File: config.mk
export PLATFORM = sky130hd
export DESIGN_NAME = fare_meter
export DESIGN_NICKNAME = d
export VERILOG_FILES = /design/src/rtl/fare_meter.sv
export SDC_FILE = /design/constraint.sdc
export NUM_CORES = 1
export LEC_CHECK = 0
export CORE_MARGIN = 1
export CORE_UTILIZATION = 50
export CTS_CLUSTER_DIAMETER = 80
export DETAILED_ROUTE_END_ITERATION = 6
export DONT_BUFFER_PORTS = 1
export PLACE_DENSITY_LB_ADDON = 0.2
export SETUP_SLACK_MARGIN = 0.5
export SLEW_MARGIN = 20
export SYNTH_ARGS = -nofsm -noshare
export SYNTH_HDL_FRONTEND = slang
export SYNTH_SLANG_ARGS = --single-unit
File: constraint.sdc
create_clock -name clk20mhz -period 5.25 [get_ports clk20mhz]
set_input_delay 0.2625 -clock clk20mhz [delete_from_list [all_inputs] [get_ports clk20mhz]]
set_output_delay 0.2625 -clock clk20mhz [all_outputs]
set_load 0.1 [all_outputs]
File: src/rtl/fare_meter.sv
// Taxi fare meter: synchronizes wheel and button inputs, runs an IDLE/RUN/HOLD
// trip FSM, and accumulates distance, distance fare and waiting-time fare.
module fare_meter #(
  parameter int CLK_PER_SEC = 20000000,
  parameter int BASE_FARE   = 1000,
  parameter int BASE_DIST   = 300,
  parameter int UNIT_FARE   = 2,
  parameter int WAIT_SEC    = 60,
  parameter int WAIT_FARE   = 50
) (
  input  logic        clk20mhz,
  input  logic        rst_n,
  input  logic        wheel_pulse,
  input  logic        start_btn,
  input  logic        stop_btn,
  input  logic        clear_btn,
  output logic [12:0] money_out,
  output logic [12:0] distance_out,
  output logic        running,
  output logic        hold
);

  localparam int TW = (CLK_PER_SEC > 1) ? $clog2(CLK_PER_SEC) : 1;
  localparam int WW = (WAIT_SEC > 1) ? $clog2(WAIT_SEC + 1) : 1;
  localparam logic [12:0] SAT = 13'h1fff;

  typedef enum logic [1:0] {IDLE, RUN, HOLD} state_t;

  state_t state_q, state_d;

  // Bit order: {clear, stop, start, wheel}
  logic [3:0] sync1_q, sync2_q, prev_q, ev;
  logic       wheel_ev, start_ev, stop_ev, clear_ev;

  logic [12:0]   money_q, money_d, dist_q, dist_d;
  logic [TW-1:0] timer_q, timer_d;
  logic [WW-1:0] wait_q, wait_d;
  logic          seen_q, seen_d;
  logic          sec_tick, motion, wheel_chg, wait_chg;
  int            money_sum;

  always_ff @(posedge clk20mhz or negedge rst_n) begin
    if (!rst_n) begin
      sync1_q <= '0;
      sync2_q <= '0;
      prev_q  <= '0;
    end else begin
      sync1_q <= {clear_btn, stop_btn, start_btn, wheel_pulse};
      sync2_q <= sync1_q;
      prev_q  <= sync2_q;
    end
  end

  assign ev       = sync2_q & ~prev_q;
  assign wheel_ev = ev[0];
  assign start_ev = ev[1];
  assign stop_ev  = ev[2];
  assign clear_ev = ev[3];

  assign sec_tick = (timer_q == TW'(CLK_PER_SEC - 1));
  // A wheel event landing on the second boundary still counts as motion.
  assign motion   = seen_q | wheel_ev;

  always_comb begin
    state_d   = state_q;
    money_d   = money_q;
    dist_d    = dist_q;
    timer_d   = timer_q;
    seen_d    = seen_q;
    wait_d    = wait_q;
    wheel_chg = 1'b0;
    wait_chg  = 1'b0;
    money_sum = 0;
    case (state_q)
      IDLE: begin
        if (start_ev) begin
          state_d = RUN;
          money_d = 13'(BASE_FARE);
          dist_d  = '0;
          timer_d = '0;
          seen_d  = 1'b0;
          wait_d  = '0;
        end
      end
      RUN: begin
        if (stop_ev) state_d = HOLD;
        if (wheel_ev && dist_q != SAT) begin
          dist_d    = dist_q + 13'd1;
          wheel_chg = (int'(dist_q) + 1 > BASE_DIST);
        end
        if (sec_tick) begin
          timer_d = '0;
          seen_d  = 1'b0;
          if (!motion) begin
            if (wait_q == WW'(WAIT_SEC - 1)) begin
              wait_d   = '0;
              wait_chg = 1'b1;
            end else begin
              wait_d = wait_q + WW'(1);
            end
          end
        end else begin
          timer_d = timer_q + TW'(1);
          seen_d  = motion;
        end
        money_sum = int'(money_q) + (wheel_chg ? UNIT_FARE : 0) + (wait_chg ? WAIT_FARE : 0);
        money_d   = (money_sum > 8191) ? SAT : money_sum[12:0];
      end
      HOLD: begin
        if (clear_ev) begin
          state_d = IDLE;
          money_d = '0;
          dist_d  = '0;
        end
      end
      default: state_d = IDLE;
    endcase
  end

  always_ff @(posedge clk20mhz or negedge rst_n) begin
    if (!rst_n) begin
      state_q <= IDLE;
      money_q <= '0;
      dist_q  <= '0;
      timer_q <= '0;
      seen_q  <= 1'b0;
      wait_q  <= '0;
      running <= 1'b0;
      hold    <= 1'b0;
    end else begin
      state_q <= state_d;
      money_q <= money_d;
      dist_q  <= dist_d;
      timer_q <= timer_d;
      seen_q  <= seen_d;
      wait_q  <= wait_d;
      running <= (state_d == RUN);
      hold    <= (state_d == HOLD);
    end
  end

  assign money_out    = money_q;
  assign distance_out = dist_q;

endmodule
Word level (Yosys, flattened, before mapping) --
Cells that the tools add are included.
Storage, ports and cells: register bits after elaboration 74
Cells by class: $add $sub $neg 6, reduce and logical (&&, ||, !) cells 8, multiplexer cells 30, equality and inequality tests 12, bitwise operators 3, order comparisons 2
Operators with widths (number):
- $pmux W13 S3 | 2
- $mux W13 | 5
- $mux W25 | 2
- $pmux W25 S2 | 1
- $mux W6 | 5
- $add A25 B1 Y25 const B | 1
- $eq A25 B25 Y1 const B | 1
- $add A14 B6 Y15 | 1
- $gt A15 B13 Y1 const B | 1
- $add A13 B1 Y14 const B | 1
- $add A13 B2 Y14 | 1
- $gt A14 B9 Y1 const B | 1
- $add A13 B1 Y13 const B | 1
- $ne A13 B13 Y1 const B | 1
- $pmux W6 S2 | 1
- $ne A2 B2 Y1 const B | 5
- $mux W1 | 8
- $mux W2 | 4
- $reduce_and A4 Y1 | 2
- $add A6 B1 Y6 const B | 1
- $eq A6 B6 Y1 const B | 1
- $pmux W2 S3 | 1
- $and A4 B4 Y4 | 1
- $eq A2 B1 Y1 const B | 2
- 10 further kinds | 11

Depth between registers and ports, before layout --
Gate-level depths: netlist of the first run.
depth after elaboration 11, gate-level depth with buffers 15

Least setup slack after synthesis of the first run --
OpenSTA, ideal clock, no wires.
path type register to register, start register dist_q[1], in the netlist distance_out[1], end register money_q[10], in the netlist money_out[10], buffers on the path 1, cell stages (with the launch flop) 15, library setup time 0.137 ns, setup slack 1.017 ns, arrival 4.096 ns, clock period less this slack 4.233 ns, data required time 5.113 ns, cells stage by stage dfrtp_1 ha_1 nand3_1 or4_1 buf_2 and2_1 o31ai_1 o31ai_1 fa_1 ha_1 nand3_1 o21a_1 nor3_1 o311ai_0 a21oi_1
Between the ends: cells in the longest elaborated chain, start to end 10
RTL lines:
- start, declared | RTL line 35 | logic [12:0] money_q, money_d, dist_q, dist_d;
- start signal, assigned | RTL line 133 | dist_q <= dist_d;
- $add A13 B1 Y14 / $ne A13 B13 Y1 (equally long branches) | RTL line 89, 87
- $gt A14 B9 Y1 / $logic_and A1 B1 Y1 (equally long branches) | RTL line 89, 87
- $mux W1 (*) | RTL line 87 | if (wheel_ev && dist_q != SAT) begin
- $mux W1 (*) | RTL line 74 | case (state_q)
- $mux W2 (*) | RTL line 106 | money_sum = int'(money_q) + (wheel_chg ? UNIT_FARE : 0) + (wait_chg ? WAIT_FARE : 0);
- $add A13 B2 Y14 (*) | RTL line 106
- $add A14 B6 Y15 (*) | RTL line 106
- $gt A15 B13 Y1 | RTL line 107 | money_d = (money_sum > 8191) ? SAT : money_sum[12:0];
- $mux W13 (*) | RTL line 107
- $pmux W13 S3 (*) | RTL line 74
- end signal, assigned | RTL line 132 | money_q <= money_d;
- end, declared | RTL line 35
Mark *: on every way between the ends. The rest lies on a longest branch, timed or not. The select of a mux whose other input is x is not followed. A chain may end at the register's enable or synchronous reset.

Worst setup path in the final report of the first run --
start register dist_q[0], in the netlist distance_out[0], end register money_q[10], in the netlist money_out[10]
Same word-level chain as after synthesis.

==> impl_metrics.toml, run 1 <==
[clock_network]
cts_made_buffers = 9
clock_sink_count = 74
htreeDepth = 3
cts_tree = "yes"
path_clk_slew_ns = 0.09
cts_buffer_depth = 2
post_cts_buffers = 0
clk_latency_ns = 0.35
clock-root-buffer = "clkbuf_8"

[yosys]
synth_top_area_cell = "dfrtp_1"
synth.net_count = 463
yosysWarnings = 0
synth.avg_cell_area_um2 = 9.30
syn-instance-count = 442
ys_seq_area_share_pct = 45.0
syn_area_um2 = 4110
ys_top_cells_by_area = "dfrtp_1 (45%), ha_1 (4.3%), o21ai_0 (4.0%)"
ys.flop_type = "dfrtp_1"
synth-seq-cells = 74
async_flop_share_pct = 100
synth_edf_count = 0
ys_types = 60
synth_top_cell_area_share_pct = 45.0

[setup_path]
slowest_stage = "or4_1"
slowest_delay_ns = 0.73
cp_max_fo = 10
crit_required_ns = 5.48
end_kind = "flip-flop"
worstSetupPathType = "reg2reg"
path_cells = "buf_4 > ha_1 > nand3_1 > or4_1 > and2_1 > o31ai_1 > o31ai_1 > fa_1 > ha_1 > nand3_1 > o21a_1 > nor3_1 > o311ai_0 > a21oi_1"
critPathLaunchType = "flip-flop"
worstPathArrival_ns = 4.52

[sta]
clock.fmax_mhz = 233
period_minus_slack_ns = 4.29
worstMarginPinSlew_ns = 1.06
rsz0062_at_grt = "no"
slew_headroom_pct = 29.5
setup-violations-final = 0
finalCritPeriodShare_pct = 81.7
hold_viol = 0
holdWs_ns = 0.355
maxSlewViolCount = 0
fin_tns_setup_ns = 0
clock_skew_ns = 0.0172

[final_layout]
area_growth_pct = 11.0
fin_cells = 565
drive_gt1_share_pct = 9.50
antenna_cells = 0
finalNetCount = 479

[global_routing]
antenna_found_initial = 0
grt_util_all_layers_pct = 23.0
grt_pass1_wl_um = 15700
first_global_vias = 3270
grt_max_degree = 75
overflow = 0

[floorplan]
core_area_um2 = 7850
dieArea_um2 = 8590
die_height_um = 92.7
io_pins = 34
rows = 32
die_x_um = 92.7
initial_utilization_pct = 52.4

[power_and_ir_drop]
leakagePower_nw = 1.88
p_per_area_nw_per_um2 = 378
vdd_drop_max_mv = 0.257

[flow_run]
cap_violations = 0

[drt]
drt_iter0_markers = 199
routed_wirelength_um = 9060
dr.pass1.iters = 4
num_vias = 3393
ant_nets = 0
drc = 0
routedWlPerCell_um = 16.0
routed_via_density = 6.01

[place]
dp_hpwl_um = 5960
io_buffers = 0
routabilityCongestion = 0.880
placedCellCount = 543

[worst_hold_path]
hold_class = "reg2reg"

[outcome]
status = "finished, final reports clean"
-- per-stage QoR --
step	power (mW)	util (%)	setup slack (ns)	cell area, um^2
6_report	1.73	58.2	0.960	4570
5_1_grt	1.82	58.2	0.678	4570
4_1_cts	1.74	58.2	1.01	4570
3_5_place_dp	1.26	54.7	1.03	4290
3_3_place_gp	1.25	54.7	1.15	4290
2_1_floorplan	1.15	-	1.02	4110
-- area by class of cell --
class	instances	area [um^2]
Tap cell	102	128
Fill cell	674	3280
Timing Repair Buffer	23	205
Sequential cell	74	1850
Clock buffer	9	124
Inverter	13	48.8
Multi-Input combinational cell	337	2130
Clock inverter	7	75.1
-- layer usage --
metal	up-vias	routed length, um	global-route usage (%)
met5	-	0	0
met4	0	79	8.21
met3	6	366	3.53
met2	76	4160	36.2
met1	1638	4450	32.3
li1	1673	-	-
-- worst max-delay path: cells and delay by family (launching register included) --
| kind | cells | cell delay (ns) |
|---|---|---|
| AOI/OAI and AO/OA | 5 | 1.00 |
| DFF | 1 | 0.34 |
| buffers and inverters | 1 | 0.33 |
| and+or+nand+nor | 5 | 1.57 |
| adders and majority gates | 3 | 0.94 |
-- cells by family (layout without fill, tap and decap cells) --
logic type / after synthesis / count (layout) / synth area share (%)
and+or+nand+nor: 186 / 186 / 23.9
AOI/OAI and AO/OA: 114 / 114 / 18.3
DFF: 74 / 74 / 45.0
xor gates and xnor gates: 18 / 18 / 3.83
adders and majority gates: 15 / 15 / 4.75
muxes: 4 / 4 / 1.06
buffers and inverters: 31 / 52 / 3.07
-- cell usage after synthesis (all sizes together), types with 3 or more instances --
cell type,number
ha,14
nand4,8
a21oi,19
a2bb2oi,4
dfrtp,74
o21ai,33
nor2,39
o31ai,9
o311ai,3
a31oi,13
xnor2,15
a41oi,3
mux2,3
a21o,3
or4,4
and3,5
and2,5
o221ai,3
nor3,10
a221oi,3
clkbuf,15
nor2b,3
nor4,11
nand3,27
xor2,3
inv,13
buf,3
or3,5
nand2b,10
and4,5
nand3b,3
nand2,43
-- path summary, 6_finish.rpt --
path	start	end	slack, ns	cells past startpoint
max	distance_out[0]	money_out[10]	0.96	14
min	sync1_q[3]	sync2_q[3]	0.35	0
max reg2reg	distance_out[0]	money_out[10]	0.96	14
min reg2reg	sync1_q[3]	sync2_q[3]	0.35	0
max in group asynchronous	rst_n	timer_q[9]	4.49	2
min in group asynchronous	rst_n	distance_out[9]	0.44	2
-- power breakdown --
part / internal [mW] / total (mW) / leakage (nW) / switching, mW
Clock: 0.223 / 0.452 / 0.104 / 0.230
Combinational: 0.131 / 0.454 / 0.798 / 0.323
Sequential: 0.612 / 0.820 / 0.979 / 0.208
-- placed cells by master, fill, tap and decap left out, types with 3 or more instances in the layout --
cell           instances
o21ai_0               33
or4_1                  3
and2_1                 5
and4_1                 5
nor2_1                38
clkbuf_8               9
a21o_1                 3
nand3b_1               3
buf_4                 17
ha_1                  14
xnor2_1               15
nand2b_1              10
mux2_2                 3
a31oi_1               13
o221ai_1               3
inv_1                 13
dlygate4sd3_1          5
or3_1                  5
a41oi_1                3
o311ai_0               3
nor3_1                10
nor4_1                10
dfrtp_1               74
a2bb2oi_1              4
o31ai_1                9
nand4_1                8
nor2b_1                3
xor2_1                 3
nand3_1               26
nand2_1               43
a21oi_1               19
and3_1                 5
-- what timing repair did --
action | CTS | global route
resized for setup | 0 | 0
hold buffers | 6 | 0
hold endpoints to repair | 78 | 0
-- state kept, by name, summed over array words and instances (netlist names) --
register	flops
distance_out	13
wait_q	6
running	1
money_out	13
sync1_q	4
state_q	2
timer_q	25
prev_q	4
hold	1
seen_q	1
sync2_q	4
No activity file was read; power rests on OpenSTA's default activity.
==> inputs of run 2 (changes only) <==
==> constraint.sdc (replaced) <==
create_clock -name clk20mhz -period 3.8 [get_ports clk20mhz]
set_input_delay 0.19 -clock clk20mhz [delete_from_list [all_inputs] [get_ports clk20mhz]]
set_output_delay 0.19 -clock clk20mhz [all_outputs]
set_load 0.1 [all_outputs]
==> run 2 against run 1 <==
Against the previous run: setup slack worse by 0.42 ns; clock skew is 0.0033 ns lower; count of clock-buffer cells in the layout is 2 higher; critical path depth is 3 lower; maximum frequency is 32% higher; non-clock buffer count is 25 higher; via count is 6.4% higher.
==> impl_metrics.toml, run 2 (synthesis results as in run 1) <==
[outcome]
status = "finished, final reports clean"

[drt]
drt_iter0_markers = 223
drc = 0
routed_via_density = 6.12
dr.pass1.iters = 5
routed_wirelength_um = 9760
routedWlPerCell_um = 16.5
ant_nets = 0
num_vias = 3611

[final_layout]
antenna_cells = 0
drive_gt1_share_pct = 20.5
final_cell_area_um2 = 4960
finalNetCount = 504
fin_cells = 590
area_growth_pct = 20.6
multi_input_area_um2 = 2290
layout_common_cells = "dfrtp_1 (61), nand2_1 (43), buf_4 (41)"
register_area_um2 = 1890
regMostFlops = "timer_q"
largest_reg_flops = 25
n_fill_cell = 628
final_common_cell = "dfrtp_1"

[setup_path]
slowest_stage = "or4_4"
crit_required_ns = 4.08
cp_max_fo = 8
crit_family = "simple AND/OR/NAND/NOR gates"
end_kind = "flip-flop"
critPathBufInv = 0
worstSetupPathType = "reg2reg"
worstPathArrival_ns = 3.53
rrSetupSlack_ns = 0.54
path_cells = "or4_4 > nor4_4 > nand3_2 > nor2_4 > ha_1 > ha_4 > nand2_1 > o21a_4 > o31ai_4 > nor2_1 > o21ai_0"
slowest_delay_ns = 0.56
critPathLaunchType = "flip-flop"

[floorplan]
core_area_um2 = 7850
initial_utilization_pct = 52.4
die_x_um = 92.7
dieArea_um2 = 8590
rows = 32
io_pins = 34
die_height_um = 92.7

[global_routing]
first_global_vias = 3453
grt_max_degree = 75
antenna_found_initial = 0
overflow = 0
grt_util_all_layers_pct = 24.4
grt_pass1_wl_um = 16500

[clock_network]
cts_tree = "yes"
clk_latency_ns = 0.35
cts_made_buffers = 9
clock-root-buffer = "clkbuf_8"
htreeDepth = 3
path_clk_slew_ns = 0.08
cts_buffer_depth = 2
clock_sink_count = 74

[sta]
setup-violations-final = 0
maxSlewViolCount = 0
rsz0062_at_grt = "yes"
hold_viol = 0
finalCritPeriodShare_pct = 85.7
clock_skew_ns = 0.0138
fin_tns_setup_ns = 0
worstMarginPinSlew_ns = 0.986
worst_slack_ns = 0.543
slew_headroom_pct = 34.3
period_minus_slack_ns = 3.26
clock.fmax_mhz = 307

[power_and_ir_drop]
leakagePower_nw = 2.00
vdd_drop_max_mv = 0.555
p_per_area_nw_per_um2 = 505
power_mw = 2.50

[place]
post-place-ws_ns = 0.196
dp_hpwl_um = 6250
dpl_cell_area_um2 = 4460
placedCellCount = 553
routabilityCongestion = 0.857
io_buffers = 0

[worst_hold_path]
hold_class = "reg2reg"

[flow_run]
cap_violations = 0
-- run 2: metrics by stage --
stage	hold WS, ns	utilization, %
finish	0.355	63.2
global route	0.363	63.2
CTS	0.359	61.1
detailed placement	-0.104	56.8
global placement	-0.104	56.8
floorplan	-0.106	-
-- run 2: what timing repair did --
item,4_1_cts,5_1_grt
pin swaps,2,8
endpoints found under the setup margin,12,13
hold buffers,6,0
gates resized for setup,8,11
setup buffers,1,14
hold endpoints to repair,78,0
-- run 2: power by group --
part,leakage (nW),switching [mW],internal (mW)
combinational,0.941,0.645,0.226
sequential,0.955,0.118,0.853
clock,0.107,0.293,0.370
total,2.00,1.06,1.45
-- run 2: worst paths after layout --
path	to	cells past startpoint	startpoint
hold / removal	sync2_q[2]	0	sync1_q[2]
hold reg to reg	sync2_q[2]	0	sync1_q[2]
setup reg to reg	money_out[6]	11	timer_q[9]
setup / recovery	money_out[6]	11	timer_q[9]
min in group asynchronous	distance_out[7]	2	rst_n
max in group asynchronous	distance_out[2]	2	rst_n
-- run 2: final cells by class --
class                           count  share of cell area (%)
Inverter                           13                   0.984
Timing Repair Buffer               48                    8.07
Clock buffer                       11                    2.65
Sequential cell                    74                    38.0
Tap cell                          102                    2.57
Clock inverter                      5                    1.59
Multi-Input combinational cell    337                    46.1
-- run 2: routing by layer --
metal / share of wire (%) / routed length, um / global-route usage [%] / vias to the layer above
li1: - / - / - / 1714
met1: 45 / 4390 / 33.3 / 1755
met2: 48 / 4640 / 39.1 / 123
met3: 5.4 / 522 / 3.45 / 19
met4: 2.1 / 201 / 10.0 / 0
met5: 0 / 0 / 0 / -
